### src/rtl/rf_write_arbiter_if.sv
// rf_write_arbiter_if: writeback request and register-file write-port bundle
// Parameters: N (data width), DEPTH (write-FIFO entries, sets fifo_count width)
// master: requesters, stall source and observers. Drives a_*/b_* requests and rf_stall.
// slave:  the arbiter. Drives the readies, the rf_we/rf_rd/rf_wdata write port, fifo_count and busy.
interface rf_write_arbiter_if #(
  parameter int N     = 32,
  parameter int DEPTH = 4
) ();
  logic                     a_valid;
  logic                     a_ready;
  logic [4:0]               a_rd;
  logic [N-1:0]             a_data;
  logic                     b_valid;
  logic                     b_ready;
  logic [4:0]               b_rd;
  logic [N-1:0]             b_data;
  logic                     rf_stall;
  logic                     rf_we;
  logic [4:0]               rf_rd;
  logic [N-1:0]             rf_wdata;
  logic [$clog2(DEPTH):0]   fifo_count;
  logic [31:0]              busy;
  modport master (
    output a_valid, a_rd, a_data, b_valid, b_rd, b_data, rf_stall,
    input  a_ready, b_ready, rf_we, rf_rd, rf_wdata, fifo_count, busy
  );
  modport slave (
    input  a_valid, a_rd, a_data, b_valid, b_rd, b_data, rf_stall,
    output a_ready, b_ready, rf_we, rf_rd, rf_wdata, fifo_count, busy
  );
endinterface

### src/rtl/rf_write_arbiter.sv
// rf_write_arbiter: round-robin arbiter and write FIFO for the register-file write port
// Ports: clk, rst_n (async active-low), s (rf_write_arbiter_if.slave)
//   s.a_*/s.b_*   : valid/ready writeback requests (rd, data)
//   s.rf_stall    : holds the FIFO drain
//   s.rf_we/rf_rd/rf_wdata : registered register-file write port
//   s.fifo_count  : FIFO occupancy; s.busy : per-register pending-write flags
// Macro RF_SCOREBOARD_EN: builds the busy scoreboard; otherwise busy is tied to zero.
module rf_write_arbiter #(
  parameter int N     = 32,
  parameter int DEPTH = 4
) (
  input logic               clk,
  input logic               rst_n,
  rf_write_arbiter_if.slave s
);
  localparam int AW = $clog2(DEPTH);
  localparam int CW = AW + 1;
  typedef enum logic {RR_A, RR_B} rr_t;
  rr_t           rr, rr_d;
  logic [4:0]    rd_mem   [DEPTH];
  logic [N-1:0]  data_mem [DEPTH];
  logic [AW-1:0] wr_ptr, rd_ptr;
  logic [CW-1:0] count;
  logic          full, empty, a_acc, b_acc, push, pop;
  logic [4:0]    in_rd;
  logic [N-1:0]  in_data;
  assign full    = count == CW'(DEPTH);
  assign empty   = count == '0;
  assign a_acc   = s.a_valid && s.a_ready;
  assign b_acc   = s.b_valid && s.b_ready;
  assign in_rd   = a_acc ? s.a_rd : s.b_rd;
  assign in_data = a_acc ? s.a_data : s.b_data;
  // x0 writes finish the handshake but never enter the FIFO
  assign push    = (a_acc || b_acc) && in_rd != 5'd0;
  assign pop     = !empty && !s.rf_stall;
  assign s.fifo_count = count;
  always_ff @(posedge clk or negedge rst_n)
    if (!rst_n) rr <= RR_A;
    else        rr <= rr_d;
  // the requester not granted wins the next tie
  always_comb rr_d = a_acc ? RR_B : (b_acc ? RR_A : rr);
  // full uses the pre-edge count, so a pop in flight never opens a slot early
  always_comb begin
    s.a_ready = !full && (!s.b_valid || rr == RR_A);
    s.b_ready = !full && (!s.a_valid || rr == RR_B);
  end
  always_ff @(posedge clk or negedge rst_n)
    if (!rst_n) begin
      wr_ptr     <= '0;
      rd_ptr     <= '0;
      count      <= '0;
      s.rf_we    <= 1'b0;
      s.rf_rd    <= '0;
      s.rf_wdata <= '0;
    end else begin
      wr_ptr  <= wr_ptr + AW'(push);
      rd_ptr  <= rd_ptr + AW'(pop);
      count   <= count + CW'(push) - CW'(pop);
      s.rf_we <= pop;
      if (pop) begin
        s.rf_rd    <= rd_mem[rd_ptr];
        s.rf_wdata <= data_mem[rd_ptr];
      end
    end
  always_ff @(posedge clk)
    if (push) begin
      rd_mem[wr_ptr]   <= in_rd;
      data_mem[wr_ptr] <= in_data;
    end
`ifdef RF_SCOREBOARD_EN
  logic [31:0]   busy;
  logic [AW-1:0] off;
  // an entry is live when its distance from the read pointer is below count
  always_comb begin
    busy = '0;
    off  = '0;
    for (int i = 0; i < DEPTH; i++) begin
      off = AW'(i) - rd_ptr;
      if ({1'b0, off} < count) busy[rd_mem[i]] = 1'b1;
    end
    if (s.rf_we) busy[s.rf_rd] = 1'b1;
    busy[0] = 1'b0;
  end
  assign s.busy = busy;
`else
  assign s.busy = '0;
`endif
endmodule

### src/flat_wrapper.sv
// flat-port wrapper written by rule: the top's interface ports become plain ports
module rf_write_arbiter_flat 
#(
  parameter int N     = 32,
  parameter int DEPTH = 4
)
  (clk, rst_n, s_a_valid, s_a_rd, s_a_data, s_b_valid, s_b_rd, s_b_data, s_rf_stall, s_a_ready, s_b_ready, s_rf_we, s_rf_rd, s_rf_wdata, s_fifo_count, s_busy);
  rf_write_arbiter_if #(.N(N), .DEPTH(DEPTH)) s_i ();
  input logic clk;
  input logic rst_n;
  input wire logic [$bits(s_i.a_valid)-1:0] s_a_valid;
  input wire logic [$bits(s_i.a_rd)-1:0] s_a_rd;
  input wire logic [$bits(s_i.a_data)-1:0] s_a_data;
  input wire logic [$bits(s_i.b_valid)-1:0] s_b_valid;
  input wire logic [$bits(s_i.b_rd)-1:0] s_b_rd;
  input wire logic [$bits(s_i.b_data)-1:0] s_b_data;
  input wire logic [$bits(s_i.rf_stall)-1:0] s_rf_stall;
  output wire logic [$bits(s_i.a_ready)-1:0] s_a_ready;
  output wire logic [$bits(s_i.b_ready)-1:0] s_b_ready;
  output wire logic [$bits(s_i.rf_we)-1:0] s_rf_we;
  output wire logic [$bits(s_i.rf_rd)-1:0] s_rf_rd;
  output wire logic [$bits(s_i.rf_wdata)-1:0] s_rf_wdata;
  output wire logic [$bits(s_i.fifo_count)-1:0] s_fifo_count;
  output wire logic [$bits(s_i.busy)-1:0] s_busy;
  assign s_i.a_valid = s_a_valid;
  assign s_i.a_rd = s_a_rd;
  assign s_i.a_data = s_a_data;
  assign s_i.b_valid = s_b_valid;
  assign s_i.b_rd = s_b_rd;
  assign s_i.b_data = s_b_data;
  assign s_i.rf_stall = s_rf_stall;
  assign s_a_ready = s_i.a_ready;
  assign s_b_ready = s_i.b_ready;
  assign s_rf_we = s_i.rf_we;
  assign s_rf_rd = s_i.rf_rd;
  assign s_rf_wdata = s_i.rf_wdata;
  assign s_fifo_count = s_i.fifo_count;
  assign s_busy = s_i.busy;
  rf_write_arbiter #(.N(N), .DEPTH(DEPTH)) u_core (.clk(clk), .rst_n(rst_n), .s(s_i));
endmodule
### config.mk
export PLATFORM = sky130hd
export DESIGN_NAME = rf_write_arbiter_flat
export DESIGN_NICKNAME = d
export VERILOG_FILES = /design/src/rtl/rf_write_arbiter_if.sv /design/src/rtl/rf_write_arbiter.sv /design/src/flat_wrapper.sv
export SDC_FILE = /design/constraint.sdc
export NUM_CORES = 1
export LEC_CHECK = 0
export ABC_AREA = 1
export CORE_ASPECT_RATIO = 1.25
export CORE_MARGIN = 10
export CORE_UTILIZATION = 45
export DETAILED_ROUTE_END_ITERATION = 8
export PLACE_DENSITY = 0.68
export SLEW_MARGIN = 20
export SYNTH_ARGS = -nofsm -noshare
export SYNTH_HDL_FRONTEND = slang
export SYNTH_SLANG_ARGS = --single-unit
### constraint.sdc
create_clock -name clk -period 3.7 [get_ports clk]
set_input_delay 0.74 -clock clk [delete_from_list [all_inputs] [get_ports clk]]
set_output_delay 0.74 -clock clk [all_outputs]
set_load 0.1 [all_outputs]
After elaboration in Yosys (flattened, before gate mapping)
Memories as Yosys holds them, arrays and structs flattened. A register that Yosys moved wholly into a read port is not among the register bits.
Cells that the tools add are included.
- flip-flop bits (word level): 9
- bits in writable memories: 148
- bits of input ports: 79
- output and inout port bits: 75
- word-level logic and storage cells: 38
- memories kept: 2
- memory list (name ; depth ; bits a word ; read ports ; clocked after Yosys merged registers in ; write ports ; RTL line ; RTL):
    u_core.data_mem ; 4 ; 32 ; 1 ; 1 ; 1 ; rf_write_arbiter.sv:21 ; logic [N-1:0] data_mem [DEPTH];
    u_core.rd_mem ; 4 ; 5 ; 1 ; 1 ; 1 ; rf_write_arbiter.sv:20 ; logic [4:0] rd_mem [DEPTH];
- add/subtract/negate cells: 4
- equal/unequal tests: 1
- mux-type cells: 6
- bitwise operators: 1
- reduce and logical (&&, ||, !) cells: 19
- operators by type and width (kind ; number):
    $mux W32 ; 1
    $logic_not A1 Y1 ; 7
    $logic_and A1 B1 Y1 ; 6
    $mux W5 ; 1
    $reduce_bool A5 Y1 ; 1
    $add A2 B1 Y2 ; 2
    $mux W1 ; 4
    $add A3 B1 Y3 ; 1
    $eq A3 B3 Y1 const B ; 1
    $logic_not A3 Y1 ; 1
    $logic_or A1 B1 Y1 ; 3
    $sub A3 B1 Y3 ; 1
    $reduce_bool A2 Y1 ; 1
    $not A1 Y1 ; 1

Logic depth before layout (Yosys ltp)
- word-level depth: 9
- depth in mapped cells: 12

Worst setup path before layout
Ideal clock, no wire load.
- path kind: register to register
- start: reg u_core.count[1], in the netlist u_core.s.fifo_count[1]
- end: mem u_core.data_mem[0][0], enable pin
- library setup time: 0.431 ns
- arrival time: 3.320 ns
- slack: -0.051 ns
- stages on the path, launching flop included: 10
- path buffers: 1
- path through: dfrtp_1 > nor2_2 > nand2_4 > nand3_4 > buf_12 > nand2_1 > nand2_1 > nand2_1 > o21bai_4 > nor2_1
- longest elaborated chain between the ends: 9
- elaborated cells on any way between the ends: 12
- RTL lines (what ; RTL line ; RTL):
    start, declared ; rf_write_arbiter.sv:23 ; logic [CW-1:0] count;
    start signal, assigned ; rf_write_arbiter.sv:58 ; count <= count + CW'(push) - CW'(pop);
    $eq A3 B3 Y1 * ; rf_write_arbiter.sv:27 ; assign full = count == CW'(DEPTH);
    $logic_not A1 Y1 * ; rf_write_arbiter.sv:44, rf_write_arbiter.sv:45 ;
    $logic_and A1 B1 Y1 ; rf_write_arbiter.sv:44 ; s.a_ready = !full && (!s.b_valid || rr == RR_A);
    $logic_and A1 B1 Y1 ; rf_write_arbiter.sv:29 ; assign a_acc = s.a_valid && s.a_ready;
    $mux W5 ; rf_write_arbiter.sv:31 ; assign in_rd = a_acc ? s.a_rd : s.b_rd;
    $reduce_bool A5 Y1 ; rf_write_arbiter.sv:34 ; assign push = (a_acc || b_acc) && in_rd != 5'd0;
    $logic_and A1 B1 Y1 * ; rf_write_arbiter.sv:34 ;
    $mux W1 * ; rf_write_arbiter.sv:66 ; if (push) begin
    $mux W1 (not written as such) * ; rf_write_arbiter.sv:68 ; data_mem[wr_ptr] <= in_data;
    end, declared ; rf_write_arbiter.sv:21 ;
Every way passes the cells marked *; elsewhere a longest branch is shown, timed or not.

Final worst setup path
- start: in s_a_valid
- end: reg u_core.count[2], in the netlist u_core.s.fifo_count[2]
- longest elaborated chain between the ends: 8
- elaborated cells on any way between the ends: 11
- RTL lines (what ; RTL line ; RTL):
    start, declared ; flat_wrapper.sv:11 ; input wire logic [$bits(s_i.a_valid)-1:0] s_a_valid;
    parallel branches: the longest is 5 deep, another holds $mux W5 ; n/a ;
    $logic_and A1 B1 Y1 * ; rf_write_arbiter.sv:34 ;
    $add A3 B1 Y3 * ; rf_write_arbiter.sv:58 ;
    $sub A3 B1 Y3 * ; rf_write_arbiter.sv:58 ;
Mark *: on every way between the ends.
A chain may end at the register's enable or synchronous reset.

==> results.md <==
- Counting flops with a built-in enable in the synthesized netlist gives 148.
- The depth of the worst register-to-register path is 9.
- Setup violations remaining at the end of the flow were counted as 0.
- The area of the core is 18030 um^2.
- The main flop type after synthesis is sky130_fd_sc_hd__edfxtp_1.
- The cell area after synthesis is 8197 um^2.
- The final worst setup slack is 747.1 ps.
- The startpoint kind of the worst setup timing path is an input port.
- The layout-stage area growth over the synthesis result is 23.40%.
- Of the total synthesized cell area, the portion taken by full adders, half adders and majority gates is 0.8548%.
- The clock tree from TritonCTS is done.
- The horizontal extent of the die is 140.7 um.
- The overall track demand over capacity in global routing is 14.06%.
- The insertion delay to the later sink of the worst-skew pair is 410 ps.
- The minimum setup slack among reg-to-reg paths is 1110 ps.
- The final hold violation count is 0.
- The die area is 24050 um^2.
- Walking the worst path, the cells encountered are clkdlybuf4s50_1, nand3_4, o21ai_0, nand2_1, o21bai_4, inv_1, ha_1, fa_1, xor2_1.
- The proportion of synthesized flip-flops having asynchronous set or reset is 23.71%.
- The Yosys step of the flow raised 0 warnings.
- Headroom to the max-slew limit came out at 32.89%.
- sky130_fd_sc_hd__nor2_1 is the most common cell in the netlist.
- The number of max-slew violations in the final report is 0.
- Synthesis produced a netlist whose cell count is 660.
- At the placement stage, the worst setup path has a slack of 256.8 ps.
- The final weighted congestion in routability-driven placement is 0.7885.
- Dividing total power by cell area gives a power density of 981.5 nW/um^2.
- In this run the worst path has a maximum fanout of 12.
- The clock passes through at most 2 buffers.
- By count the netlist is led by sky130_fd_sc_hd__nor2_1 (190), sky130_fd_sc_hd__edfxtp_1 (148), sky130_fd_sc_hd__o21ai_0 (76), sky130_fd_sc_hd__dfrtp_1 (46), sky130_fd_sc_hd__a31oi_1 (37).
- The data required time of the critical path is 4000 ps.
- The worst path arrival time is 3250 ps.
- After filler insertion, the fill cell instance count of the layout stands at 1451.
- Dividing the synthesized area by the synthesized cell count gives 12.42 um^2.
- 0 antenna diodes ended up in the layout.
- The slowest stage of the critical path belongs to the cell sky130_fd_sc_hd__clkdlybuf4s50_1.
- The synthesized netlist contains 29 unique library cells.
- The overall via count from detail_route is 5068.
- The library cell occupying the most area in the post-synthesis netlist is sky130_fd_sc_hd__edfxtp_1.
- For met2 alone, demand over resource in global routing was 25.08%.
- After detailed placement, the total cell area comes to 9497 um^2.
- Hold repair after CTS inserted 0 buffers.
- The initial DRC count is 326.
- By area the synthesized netlist is led by sky130_fd_sc_hd__edfxtp_1 (54%), sky130_fd_sc_hd__dfrtp_1 (14%), sky130_fd_sc_hd__nor2_1 (8.7%).
- In this run, synthesis produced a sequential element count of 194.
- CTS built an H-tree with a depth of 4.
- The reported max-cap violation count is 0.
- The top-area cell type share of the netlist area is 54.22%.
- By startpoint and endpoint, the worst setup path is classified as input port to register.
- Summing internal, switching and leakage power gives 0.009928 W.
- The leakage power of the design is 3.808 nW.
- After Yosys synthesis, XOR and XNOR cells account for 0.4274% of the synthesized area.
- Summed over all layers, the routed wires come to 17220 um.
- The minimum clock period after layout is 2953 ps.
- The multi-input combinational cells in the finished layout cover a total of 2228 um^2.
- The count of buffers from port buffering is 121.
- Once layout is done, the placed cells without fillers occupy 10110 um^2.
- The tree built by TritonCTS fans out to 194 sinks.
- The remaining routing DRC violations is 0.
- In the synthesized netlist, mux cells make up 5.724% of the area.
- The type of destination of the critical path is a register.
- In the final layout, the share of cells above drive strength 1 is 11.32%.
- The reg-to-reg critical path startpoint is u_core.rr.
- The ratio of routed vias to standard cells is 4.998.
- The count of pins on the block boundary is 154.
- The share of synthesized cell area in and, or, nand and nor gates is 10.33%.
- The delay of the slowest cell on the worst path is 620 ps.
- Buffers added to address setup during post-CTS repair amount to 0.
- The maximum achievable frequency is 0.3386 GHz.
- The run finished with clean final reports.
- Entering global routing, the biggest net connects 77 pins.
- The initial antenna violation count is 0.
- In the global route stage, met3 resource usage came out at 3.799%.
- The detail route stage leaves a number of antenna-violating nets equal to 0.
- The combined flip-flop and latch cell area is 5598 um^2.
- The effective utilization at floorplan is 45.46%.
- At the end of the flow, the number of nets in the layout was 857.
- The floorplan step set the die height to 170.9 um.
- Setup repair after global routing left no endpoint under its margin.
- The final setup skew is 9.520 ps.
- After synthesis, the largest family of logic cells by area is simple AND/OR/NAND/NOR gates.
- The share of the synthesized area in compound gates (AO/OA/AOI/OAI) is 7.922%.
- In this run the worst hold path is classified as input port to asynchronous set/reset pin.
- Counting the buffers created by CTS gives 17.
- Of the synthesized area, sequential elements account for 68.26%.
- The global-route wire length before repair is 27090 um.
- The final standard cell count with taps included and fillers excluded is 1014.
- The worst IR drop on VDD is 0.7084 mV.
- The via count of the first global-routing pass is 5345.
- Detailed placement ended at an HPWL of 11380 um.
- The portion of the clock cycle consumed by the worst path in the final layout is 79.81%.
- The overflow left after global routing is 0.
- In the global route stage, met1 resource usage came out at 15.77%.
- The endpoint of the worst-slack reg-to-reg timing path is u_core.s.fifo_count[2].
- Clock-pin slew was measured on the worst setup and hold paths at 70 ps.
- The average wire length per cell after detail routing is 16.98 um.
- Before antenna repair, the detailed router went through 5 iterations.
- The initialized floorplan defines 55 standard-cell rows.
- The routing layer with the top usage in global route is met2.
- The total instance count after detailed placement is 980.
- The transition time at the pin with the least slew margin is 1004 ps.
- The root buffer cell is sky130_fd_sc_hd__clkbuf_16.
- The count of cells resized by post-cts repair is 0.
-- worst max path at each step --
| stage | slack, ps | start | endpoint | depth (start not counted) |
|---|---|---|---|---|
| 6_report | 750 | s_a_valid | u_core.s.fifo_count[2] | 9 |
| 5_1_grt | 600 | s_a_valid | u_core.s.fifo_count[2] | 9 |
| 4_1_cts | 690 | s_b_valid | u_core.data_mem[0][0] | 8 |
| 3_5_place_dp | 260 | s_b_valid | u_core.data_mem[0][13] | 8 |
| 3_3_place_gp | 310 | s_a_valid | u_core.data_mem[1][12] | 7 |
| 2_1_floorplan | -50 | u_core.s.fifo_count[1] | u_core.data_mem[0][0] | 9 |
-- placed cells by master, fill, tap and decap left out, types with 3 or more instances in the layout --
master and instances:
sky130_fd_sc_hd__conb_1 32, sky130_fd_sc_hd__clkdlybuf4s50_1 117, sky130_fd_sc_hd__clkbuf_16 17, sky130_fd_sc_hd__nand4_1 4, sky130_fd_sc_hd__nand2_1 17, sky130_fd_sc_hd__inv_6 5, sky130_fd_sc_hd__mux2_4 29, sky130_fd_sc_hd__mux2_2 3
sky130_fd_sc_hd__buf_4 8, sky130_fd_sc_hd__o21ai_0 76, sky130_fd_sc_hd__xor2_1 3, sky130_fd_sc_hd__nor2_4 4, sky130_fd_sc_hd__edfxtp_1 148, sky130_fd_sc_hd__ha_1 4, sky130_fd_sc_hd__dfrtp_1 44, sky130_fd_sc_hd__inv_1 23
sky130_fd_sc_hd__buf_16 3, sky130_fd_sc_hd__a31oi_1 37, sky130_fd_sc_hd__nor2_1 186
-- registers in the layout, indices dropped and copies added (netlist names) --
register / cells
u_core.data_mem: 128
u_core.rd_ptr: 2
u_core.s.fifo_count: 3
u_core.wr_ptr: 2
u_core.rr: 1
u_core.s.rf_wdata: 32
u_core.s.rf_we: 1
u_core.s.rf_rd: 5
u_core.rd_mem: 20
-- kinds of logic after synthesis --
group	count (synthesis)
and+or+nand+nor	215
buffers and inverters	92
AOI/OAI and AO/OA	117
xor gates and xnor gates	4
DFF	194
other	1
adders and majority gates	5
muxes	32
-- worst max-delay path: cells and delay by family --
family / cells / cell delay (ps)
buf+inv: 2 / 740
fa+ha+maj: 2 / 600
xor+xnor: 1 / 170
simple gates: 2 / 380
compound gates: 2 / 620
-- layer usage --
metal  routed length (um)  share of wire, %
met5                    0                 0
met4                  136              0.79
met3                 1239               7.2
met2                 9106                53
met1                 6736                39
-- stage by stage --
| step | util, % | TNS, ps | hold slack, ps |
|---|---|---|---|
| after floorplan | - | -7537 | 444.4 |
| after global placement | 52.37 | 0 | 501.6 |
| after detailed placement | 52.67 | 0 | 516.7 |
| after CTS | 55.83 | 0 | 389.5 |
| after global routing | 56.10 | 0 | 404.7 |
| final | 56.10 | 0 | 364.7 |
-- layout make-up --
class,count,share of cell area (%)
well taps,228,2.820
multi-input cells,405,22.03
flip-flops and latches,194,55.34
clock buffers,20,4.416
inverters,25,0.9401
clock inverters,12,1.212
repair buffers,130,13.24
-- power breakdown --
| group | switching [W] | internal, W |
|---|---|---|
| clock | 0.000778 | 0.000963 |
| sequential | 0.000354 | 0.00327 |
| combinational | 0.00338 | 0.00119 |
Note: power is estimated with default switching activity, not from simulation.
